==> src/rtl/hdmi_mode_sequencer.sv <==
// -----------------------------------------------------------------------------
// hdmi_mode_sequencer
//
// Purpose
//   Sequences NTSC/PAL timing switches for the dual-timing HDMI output stage
//   (VIC 2 / VIC 17 pair). A pal_mode request coming from the VDP register
//   file is first filtered for stability. Audio packets are then muted and the
//   block waits for a frame boundary. It then holds the HDMI encoders in reset
//   while the applied timing flips. Audio comes back once the new timing has
//   reached frame start. Everything lives in the clk_pixel domain.
//
// Parameters
//   STABLE_CYCLES  consecutive cycles pal_mode_req must differ from pal_mode
//                  before a switch starts
//   MUTE_CYCLES    cycles include_audio is held low before the frame wait
//   RESET_CYCLES   cycles hdmi_reset is held high during a switch
//   FRAME_TIMEOUT  max cycles spent waiting for cx==0 && cy==0 (must exceed
//                  one PAL frame, 540000 pixel clocks)
//
// Ports
//   clk_pixel      in   1   pixel clock, sole clock
//   reset          in   1   synchronous, active-high
//   pal_mode_req   in   1   requested timing from VDP (1 = PAL)
//   audio_en_req   in   1   requested audio enable
//   cx             in   11  horizontal counter from HDMI stage
//   cy             in   10  vertical counter from HDMI stage
//   pal_mode       out  1   applied timing select to HDMI stage
//   hdmi_reset     out  1   reset to HDMI encoders
//   include_audio  out  1   audio packet enable to HDMI stage
//   busy           out  1   high in every state except IDLE
//   mode_switched  out  1   one-cycle pulse when a switch completes
//
// Observability
//   The FSM state is held in the enum-typed signal `state` (type state_t).
//   Checkers can bind to it by name. All outputs are registered and derived
//   from the state being entered, so each output matches `state` on the same
//   cycle.
// -----------------------------------------------------------------------------
module hdmi_mode_sequencer #(
    parameter int STABLE_CYCLES = 1024,
    parameter int MUTE_CYCLES   = 2048,
    parameter int RESET_CYCLES  = 16,
    parameter int FRAME_TIMEOUT = 1000000
) (
    input  logic        clk_pixel,
    input  logic        reset,
    input  logic        pal_mode_req,
    input  logic        audio_en_req,
    input  logic [10:0] cx,
    input  logic [9:0]  cy,
    output logic        pal_mode,
    output logic        hdmi_reset,
    output logic        include_audio,
    output logic        busy,
    output logic        mode_switched
);

    // -------------------------------------------------------------------------
    // Counter sizing: one shared phase counter, wide enough for the largest
    // parameter. It saturates so that a long IDLE stay cannot wrap it.
    // -------------------------------------------------------------------------
    localparam int MAX_SM  = (STABLE_CYCLES > MUTE_CYCLES) ? STABLE_CYCLES : MUTE_CYCLES;
    localparam int MAX_RF  = (RESET_CYCLES > FRAME_TIMEOUT) ? RESET_CYCLES : FRAME_TIMEOUT;
    localparam int MAX_ALL = (MAX_SM > MAX_RF) ? MAX_SM : MAX_RF;
    localparam int CNT_W   = $clog2(MAX_ALL + 1);
    localparam int STAB_W  = $clog2(STABLE_CYCLES + 1);

    localparam logic [CNT_W-1:0]  CNT_SAT       = '1;
    localparam logic [CNT_W-1:0]  MUTE_LAST     = CNT_W'(MUTE_CYCLES - 1);
    localparam logic [CNT_W-1:0]  RESET_LAST    = CNT_W'(RESET_CYCLES - 1);
    localparam logic [CNT_W-1:0]  TIMEOUT_LAST  = CNT_W'(FRAME_TIMEOUT - 1);
    localparam logic [CNT_W-1:0]  SETTLE_MIN    = CNT_W'(2);
    localparam logic [STAB_W-1:0] STABLE_LAST   = STAB_W'(STABLE_CYCLES - 1);

    // -------------------------------------------------------------------------
    // State encoding
    // -------------------------------------------------------------------------
    typedef enum logic [2:0] {
        S_IDLE       = 3'd0,
        S_MUTE       = 3'd1,
        S_WAIT_FRAME = 3'd2,
        S_RST        = 3'd3,
        S_SETTLE     = 3'd4
    } state_t;

    state_t              state;
    state_t              state_next;

    logic [CNT_W-1:0]    cnt;
    logic [STAB_W-1:0]   stab_cnt;
    logic [STAB_W-1:0]   stab_next;
    logic                target;
    logic                target_next;
    logic                pal_next;
    logic                powerup;
    logic                switch_done;

    // A mismatch means the VDP currently asks for the other timing.
    logic                mismatch;
    logic                frame_start;

    assign mismatch    = (pal_mode_req != pal_mode);
    assign frame_start = (cx == 11'd0) && (cy == 10'd0);

    // -------------------------------------------------------------------------
    // Next-state and next-value logic
    // -------------------------------------------------------------------------
    always_comb begin
        state_next  = state;
        stab_next   = '0;
        target_next = target;
        pal_next    = pal_mode;
        switch_done = 1'b0;

        case (state)
            S_IDLE: begin
                // The filter only runs in IDLE. Leaving IDLE clears it, so a
                // request that flips again later is filtered from scratch.
                if (mismatch) begin
                    if (stab_cnt == STABLE_LAST) begin
                        state_next  = S_MUTE;
                        target_next = pal_mode_req;
                    end else begin
                        stab_next = stab_cnt + STAB_W'(1);
                    end
                end
            end

            S_MUTE: begin
                // A withdrawn request wins over the mute timer expiring.
                if (!mismatch) begin
                    state_next = S_IDLE;
                end else if (cnt == MUTE_LAST) begin
                    state_next = S_WAIT_FRAME;
                end
            end

            S_WAIT_FRAME: begin
                // A withdrawn request also wins over the frame/timeout exit.
                // The timing flips on entry to S_RST.
                if (!mismatch) begin
                    state_next = S_IDLE;
                end else if (frame_start || (cnt == TIMEOUT_LAST)) begin
                    state_next = S_RST;
                    pal_next   = target;
                end
            end

            S_RST: begin
                // Request changes are deliberately ignored here. They are
                // picked up again from IDLE once the switch has finished.
                if (cnt == RESET_LAST) begin
                    state_next = S_SETTLE;
                end
            end

            S_SETTLE: begin
                // cnt >= 2 skips any stale (0,0) position still reported while
                // the encoders come out of reset. The new timing has to reach
                // a real frame start.
                if (((cnt >= SETTLE_MIN) && frame_start) || (cnt == TIMEOUT_LAST)) begin
                    state_next  = S_IDLE;
                    switch_done = !powerup;
                end
            end

            default: begin
                state_next = S_IDLE;
            end
        endcase
    end

    // -------------------------------------------------------------------------
    // State, counters and registered outputs
    // -------------------------------------------------------------------------
    always_ff @(posedge clk_pixel) begin
        if (reset) begin
            // Power-up and mid-switch reset both take the RST -> SETTLE -> IDLE
            // path. The request is applied directly, with no stability filter.
            state         <= S_RST;
            cnt           <= '0;
            stab_cnt      <= '0;
            target        <= pal_mode_req;
            pal_mode      <= pal_mode_req;
            powerup       <= 1'b1;
            hdmi_reset    <= 1'b1;
            include_audio <= 1'b0;
            busy          <= 1'b1;
            mode_switched <= 1'b0;
        end else begin
            state    <= state_next;
            stab_cnt <= stab_next;
            target   <= target_next;
            pal_mode <= pal_next;

            // The counter restarts from zero on every state entry.
            if (state_next != state) begin
                cnt <= '0;
            end else if (cnt != CNT_SAT) begin
                cnt <= cnt + CNT_W'(1);
            end

            if ((state == S_SETTLE) && (state_next == S_IDLE)) begin
                powerup <= 1'b0;
            end

            hdmi_reset    <= (state_next == S_RST);
            busy          <= (state_next != S_IDLE);
            mode_switched <= switch_done;

            // Audio follows the request (one cycle late) only while staying in
            // IDLE. It drops on the same edge that leaves IDLE. After a switch
            // it returns one cycle after IDLE is re-entered, so it can never
            // rise while hdmi_reset is high.
            include_audio <= (state == S_IDLE) && (state_next == S_IDLE) && audio_en_req;
        end
    end

endmodule

==> config.mk <==
export PLATFORM = sky130hd
export DESIGN_NAME = hdmi_mode_sequencer
export DESIGN_NICKNAME = d
export VERILOG_FILES = /design/src/rtl/hdmi_mode_sequencer.sv
export SDC_FILE = /design/constraint.sdc
export NUM_CORES = 1
export LEC_CHECK = 0
export ABC_CLOCK_PERIOD_IN_PS = 4290
export CAP_MARGIN = 20
export CORE_UTILIZATION = 45
export CTS_CLUSTER_SIZE = 24
export DETAILED_ROUTE_END_ITERATION = 8
export PLACE_DENSITY = 0.76
export SYNTH_ARGS = -nofsm -noshare
export SYNTH_HDL_FRONTEND = slang
export SYNTH_SLANG_ARGS = --single-unit
==> constraint.sdc <==
create_clock -name clk_pixel -period 4.29 [get_ports clk_pixel]
set_input_delay 0.429 -clock clk_pixel [delete_from_list [all_inputs] [get_ports clk_pixel]]
set_output_delay 0.429 -clock clk_pixel [all_outputs]
set_load 0.01 [all_outputs]
==> out/summary.md, run 1 <==
The flow ran to the end, but the final reports show violations. The checks that failed: design-rule violations. Each instance of the synthesized netlist takes up on average 8.75 um2.

Buffers added to address setup during post-CTS repair amount to 0. The most numerous cell type found on the critical path is nor3_1. The area growth from synthesis to final layout was 19.5%. The xor and xnor fraction of the mapped netlist area came out at 0.0858. The critical path buffer and inverter count was 2; the mux contribution to synthesized area was 0.0146. The completed layout was analyzed and its total power is 707 uW. dfxtp_1 takes more of the synthesized area than any other cell. The global placer's final weighted congestion is 0.796, and the via total after detailed routing is 1897. After global routing the overflow that remains totals 0. The fraction of the mapped netlist area in compound gates is 0.0794, and the number of optimization iterations in the first detailed-route pass is 6. After detailed routing, the total wire length is 4400 um. Clock-pin slew was measured on the worst setup and hold paths at 80 ps. Final hold analysis gives a worst-case slack of 440 ps.

The number of nets in the synthesized netlist is 273. Of all nets on the critical path, the largest fanout is 20. The total area inside the core boundary comes to 4470 um2.

Walking the worst path, the cells encountered are clkdlybuf4s50_1, xor2_1, nand2_1, o32ai_1, nor3_1, o21ai_2, buf_4, nor3_1. The floorplan has 24 rows. The commonest cells after synthesis are 39 x dfxtp_1, 29 x nor3_1, 26 x nor2_1, 18 x nand2_1, 15 x nand3_1.

The initial antenna violation count is 0. Fraction of post-synthesis cell area in the top cell type by area: 0.364. Most numerous cell in the Yosys netlist: dfxtp_1.

Before CTS, the worst setup slack after placement is 1560 ps. For the all-layer global routing usage, the log shows 0.188. In this run the most used layer during global routing was met2. In the final timing run, aggregate negative setup slack is 0 ps. The main combinational cell family by area after synthesis is simple AND/OR/NAND/NOR gates. The slowest stage cell on the critical path is clkdlybuf4s50_1.

The worst setup path is captured at a flip-flop. The critical path launch point type was an input pin. The kind of cell with the highest combined delay along the critical path is buffers and inverters. After routing the design area is 2560 um2. Setup repair after global routing left no endpoint under its margin. The clock passes through at most 2 buffers. The post-synthesis async set-or-reset flop share is 0. The global-route met3 utilization is 0.0427, and the delay of the slowest cell on the worst path is 510 ps. The first global-routing pass estimated 7660 um of wire. Slew at the pin with the worst max-slew slack: 559 ps. The post-detailed-route count of antenna-violating nets is 0, and the number of inserted diodes is 0. Gates resized during post-CTS repair numbered 0. Summing all placed instances gives a cell area of 2460 um2.

The H-tree generated during clock tree synthesis spans 2 levels. The fraction of the yosys area taken by sequential cells came out at 0.392. The run gives 0.232 as the met1 capacity usage during global routing.

TritonCTS built the clock tree. Subtracting the final worst setup slack from the clock period gives 2420 ps. The quantity of I/O buffers inserted on ports was 29; the final number of setup-violating endpoints was 0.

The tree is rooted in a clkbuf_8. In this run the static leakage power is 0.874 nW. The run gives 290 ps as the clock latency on the worst-skew pair.

The logs give 1803 for the via count of the first global-routing pass and 3190 um for the HPWL reported at the end of detailed placement. The final cycle utilization of the critical path works out to 0.564. The number of warnings printed during yosys synthesis was 0. The maximum clock skew at final layout is 7.43 ps, and the combined area of all synthesized cells is 2140 um2. After layout, the worst setup slack is 1870 ps. The number of max-cap violations was 0; the average wire per standard cell was 13.4 um. Counting flops and latches in the post-synthesis netlist gives 41.

The number of flops mapped to enable cells by yosys is 2. The most used flip-flop cell after synthesis is dfxtp_1. In this run, CTS created clock tree buffers numbering 5. By area the synthesized netlist is led by dfxtp_1 36%, nor3_1 6.8%, xor2_1 5.7%. In this run, the number of DRC markers left after iteration 0 of detailed routing was 128.

The count of final hold-check violations is 0. The floorplan step set the die width to 71.0 um. The run gives 0 as the final count of pins violating max slew.

The number of distinct library cells after synthesis is 46. Across the VDD grid, the largest voltage drop is 0.178 mV. The layout cell share with drive strength beyond 1 is 0.0797, and the initial cell density of the core is 0.479.

Areal power density over the cells: 276 nW/um2. In the final design database the tool counted 303 nets. The pin count of the biggest net entering global routing is 21. The tightest slew margin relative to the limit is 0.627.

The path type of the worst min-delay path was reg2reg. For this design the top-level I/O count stands at 30. Die area: 5040 um2. The synthesized-area fraction occupied by and/or/nand/nor cells is 0.375. After clock tree synthesis, the flow added hold-fix buffers numbering 0. Static timing analysis puts the maximum clock frequency at 0.414 GHz. The met2 usage in global routing is 0.322. In the synthesized netlist, the number of instances is 245. Kind of critical path: in2reg.

Data on the critical path arrives at its endpoint at 2580 ps. Adder-cell share of the synthesized area: 0.0175. The run gives 6 as the detailed-route DRC error count. Required time of the worst setup path: 4450 ps. The tools report the clock sink total as 41. In this run the vertical extent of the chip is 71.0 um.

Dividing the detail-routed via count by the number of cells gives 5.78.
==> final timing paths <==
path         cells past startpoint                       end  slack (ps)                  from
max                              8       cnt[5]$_SDFFE_PP0P_        1870          pal_mode_req
min                              1  mode_switched$_SDFF_PP0_         440  powerup$_SDFFE_PP1P_
max reg2reg                      8       cnt[5]$_SDFFE_PP0P_        2000   cnt[0]$_SDFFE_PP0P_
min reg2reg                      1  mode_switched$_SDFF_PP0_         440  powerup$_SDFFE_PP1P_
==> sequential cells by signal, summed over array words and instances, names as in the netlist <==
register,flops
state,3
mode_switched,1
powerup,1
hdmi_reset,1
busy,1
pal_mode,1
cnt,20
include_audio,1
stab_cnt,11
target,1
==> metrics by stage <==
step,instances,utilization
6_report,328,0.572
5_1_grt,328,0.572
4_1_cts,328,0.572
3_5_place_dp,320,0.551
3_3_place_gp,320,0.551
2_1_floorplan,245,-
==> cells by family (layout without fill, tap and decap cells) <==
family	count (synthesis)	count (layout)
AND/OR/NAND/NOR	141	141
flip-flops	41	41
AO/OA/AOI/OAI	22	22
XOR/XNOR	21	21
buffers and inverters	14	45
adder cells (fa/ha/maj)	3	3
multiplexers	3	3
==> power by group <==
group / total (mW) / internal (mW) / leakage, nW / switching (mW)
Combinational: 0.0530 / 0.0332 / 0.488 / 0.0199
Sequential: 0.393 / 0.388 / 0.334 / 0.00488
Clock: 0.261 / 0.130 / 0.0512 / 0.131
==> cell usage in the layout, fill, tap and decap left out, drive strengths merged, types with 7 or more instances in the layout <==
cell type      count
and4               7
clkdlybuf4s50     29
dfxtp             39
nand2             18
nand3             15
nand4              7
nor2              26
nor3              29
nor4              12
xnor2              7
xor2              14
==> layout make-up <==
| cell class | instances | area (um2) |
|---|---|---|
| fill | 404 | 1910 |
| multi-input combinational | 190 | 1230 |
| sequential | 41 | 841 |
| timing repair buffer | 31 | 305 |
| clock buffer | 6 | 82.6 |
| tap | 52 | 65.1 |
| inverter | 6 | 22.5 |
| clock inverter | 2 | 13.8 |
==> layer usage <==
metal,vias up,part of all wire
met5,-,0
li1,951,-
met1,893,0.46
met4,0,0.0077
met3,2,0.064
met2,51,0.47
Note: power is estimated with default switching activity, not from simulation.
==> run 2, diff against run 1 <==
- ABC_CLOCK_PERIOD_IN_PS: 4290 -> 2210
- PLACE_DENSITY: 0.76 -> 0.78
- clock period: 4.29 -> 2.21 ns (I/O delays scaled with it)
==> run 2 against run 1 <==
The run still ends with design-rule violations left. Worst hold slack better by 5.1 ps. Sequential share of layout area decreased by 1.9 points. First-iteration DRC count rose by 27%. Clock skew increased by 5.9 ps. Combinational power is 120% higher. Via count grew 4.7%. Total power up 110%. Setup slack lost 1800 ps. Critical path type is now reg2reg. Largest cell class unchanged.
==> out/summary.md, run 2 (same netlist as run 1, synthesis figures left out) <==
The run finished, with violations left. The checks that failed: design-rule violations. Busiest layer in global routing: met2. The worst hold path stage count was 1 (unchanged); the die outline width was 71.0 um (unchanged).

Number of design-rule violations left by the first detailed-router iteration: 163 (+27%). The final cycle utilization of the critical path was 0.949; the slew at the pin with the worst max-slew slack was 435 ps (-123 ps). The endpoint identified for the worst register-to-register timing path is cnt[1]$_SDFFE_PP0P_.

The height of the chip was 71.0 um (unchanged); the clock transition time at the flip-flop clock pins of the worst setup and hold paths was 80 ps (about the same). The kind of critical path is reg2reg. The switching power share of the total is 0.211 (-0.00940). The worst hold path belongs to the class reg2reg. The tools report the leakage power of the design as 0.963 nW (+10%). The count of final hold-check violations was 0 (unchanged).

The largest registers in the layout are cnt x20, stab_cnt x11, state x3. The worst setup slack for register-to-register paths was 110 ps (-1890 ps). Detailed-route DRC error count: 6 (unchanged). Number of inserted diodes: 0 (unchanged). The worst-case vdd ir drop was 0.299 mV (+68%); the final count of pins violating max slew was 0 (unchanged). The initial cell density of the core was 0.479 (unchanged); the via total after detailed routing was 1986 (+4.7%). The endpoint type of the worst setup path is a flip-flop.

The cell depth of the worst flop-to-flop path works out to 7 (-1). The tools report the combinational cell fraction of total power as 0.077 (+0.002). In this run the most critical hold path is launched from powerup$_SDFFE_PP1P_.

The cts-stage hold buffer count is 0 (unchanged), and the average wire per standard cell is 14.4 um (+7.2%). For the final non-filler cell total, the log shows 341 (+4.0%). After layout, the minimum clock period comes to 2100 ps. The placed cell count came out at 331 (+3.4%). For the total global routing overflow, the log shows 0 (unchanged). TritonCTS built the clock tree. The peak fanout along the critical path is 20 (unchanged).

The run gives 0.404 (+0.035) as the clock share of power. The level count of the clock H-tree came out at 2 (unchanged). The logs give 0.0499 (+0.00712) for the global-route met3 utilization and 30 (unchanged) for the number of placed I/O pins. The tools report the total internal power as 1.16 mW (+110%). The post-detailed-route via-to-cell ratio came out at 5.82 (+0.70%). The logs give 24 (unchanged) for the number of placement rows and 316 (+4.3%) for the post-layout net count.

The tree is rooted in a clkbuf_8. The via count of the first global-routing pass came out at 1931 (+7.1%). The run gives 0.477 GHz as the highest clock frequency the design can meet. The switching component of the power was 309 uW (+99%). From synthesis to final layout, the design area changed by 27.4%. The global placer's final weighted congestion is 0.941 (+18%), and the quantity of I/O buffers inserted on ports is 29 (unchanged). The areal power density over the cells is 538 nW/um2 (+95%), and the arrival time reported for the critical path endpoint is 2290 ps (-290 ps). The count of fill cells added during filler insertion came out at 372 (-7.9%).

For the register cell area after layout, the log shows 845 um2 (+0.45%). Setup repair after global routing left no endpoint under its margin. The register with the most flip-flops was cnt. The final number of setup-violating endpoints is 0 (unchanged), and the multi-input logic area is 1280 um2 (+3.7%). The HPWL reported at the end of detailed placement was 3580 um (+12%); the required time of the worst setup path was 2410 ps (-2040 ps). STA classifies the critical path startpoint as a flip-flop. Wire length after detailed routing: 4910 um (+11%).

For the die area, the log shows 5040 um2 (unchanged). Smallest hold slack: 445 ps (+5.07 ps). The pin count of the biggest net entering global routing is 21 (unchanged), and the layout cell share with drive strength beyond 1 is 0.152 (+0.0725). Post-detailed-route count of antenna-violating nets: 0 (unchanged). The clock sink total was 41 (unchanged); the global-route wire length before repair was 8410 um (+9.8%). The number of max-cap violations was 0 (unchanged).

The total CTS buffers was 5 (unchanged); the number of optimization iterations in the first detailed-route pass was 6 (unchanged). The top cell types in the final layout, fill and taps aside, are 38 x dfxtp_1, 29 x clkdlybuf4s50_1, 26 x nor2_1. The initial antenna violation count came out at 0 (unchanged). The run gives 0.519 (-0.037) as the sequential power share.

The number of flip-flops in the largest register is 20 (unchanged). The commonest non-fill, non-tap cell in the layout was dfxtp_1. The worst register-to-register path begins at cnt[11]$_SDFFE_PP0P_.

The standard cell core area is 4470 um2 (unchanged), and the met2 usage in global routing is 0.370 (+0.0481). The tools report the all-layer global routing usage as 0.210 (+0.0221). The tools report the maximum buffer depth of the clock tree as 2 (unchanged).

The worst hold path terminates at mode_switched$_SDFF_PP0_. Clock latency on the worst-skew pair: 300 ps (about the same). The logs give 0.244 (+0.0116) for the met1 capacity usage during global routing and 0.707 (+0.0804) for the tightest slew margin relative to the limit. Maximum clock skew at final layout: 13.3 ps (+5.90 ps).
[run 2: cell types whose count changed in the layout (fill, tap and decap cells not counted), sizes merged]
cell,previous run,this run
bufinv,0,1
clkinv,2,1
buf,2,15
[run 2: final cells by class]
class / instances / share of cell area
Sequential cell: 41 / 0.309
Timing Repair Buffer: 44 / 0.152
Inverter: 6 / 0.00825
Clock inverter: 2 / 0.0128
Tap cell: 52 / 0.0238
Clock buffer: 6 / 0.0266
Multi-Input combinational cell: 190 / 0.467
[run 2: worst max-delay path by stage]
stage | startpoint | end
floorplan | cnt[0]$_SDFFE_PP0P_ | cnt[1]$_SDFFE_PP0P_
global placement | cx[9] | cnt[9]$_SDFFE_PP0P_
detailed placement | cx[9] | cnt[11]$_SDFFE_PP0P_
CTS | cnt[12]$_SDFFE_PP0P_ | include_audio$_SDFF_PP0_
global route | cnt[0]$_SDFFE_PP0P_ | cnt[14]$_SDFFE_PP0P_
finish | cnt[11]$_SDFFE_PP0P_ | cnt[1]$_SDFFE_PP0P_
[run 2: stage by stage]
step	total power [mW]	worst slack, ps	area (um2)	util	setup TNS, ps
after floorplan	0.831	245	2140	-	0
after global routing	1.52	6.77	2730	0.610	0
after global placement	0.889	35.0	2560	0.572	0
final	1.47	113	2730	0.610	0
after detailed placement	0.893	-14.7	2560	0.572	-89.4
after CTS	1.48	49.8	2670	0.596	0
[run 2: routing by layer]
layer | wire [um] | part of all wire
met5 | 0 | 0
met4 | 91 | 0.019
met3 | 335 | 0.068
met2 | 2400 | 0.49
met1 | 2090 | 0.42
[run 2: timing repair]
action / 4_1_cts / 5_1_grt
buffers inserted: 0 / 2
hold endpoints to repair: 0 / 0
resized for setup: 0 / 11
endpoints found under the setup margin: 0 / 24
[run 2: power groups by stage]
| stage | clock network [mW] | logic [mW] | registers, mW |
|---|---|---|---|
| after floorplan | 0 | 0.0538 | 0.777 |
| after global placement | 0 | 0.110 | 0.780 |
| after detailed placement | 0 | 0.113 | 0.780 |
| after CTS | 0.605 | 0.113 | 0.763 |
| after global routing | 0.637 | 0.123 | 0.765 |
| final | 0.593 | 0.114 | 0.763 |
[run 2: worst max-delay path: stages, from the launching register on]
cell	delay, ps
dfxtp_1	380
nor4_2	370
nand3_2	200
or3_1	420
o21ai_2	100
a21oi_2	100
buf_12	170
a2111oi_4	260
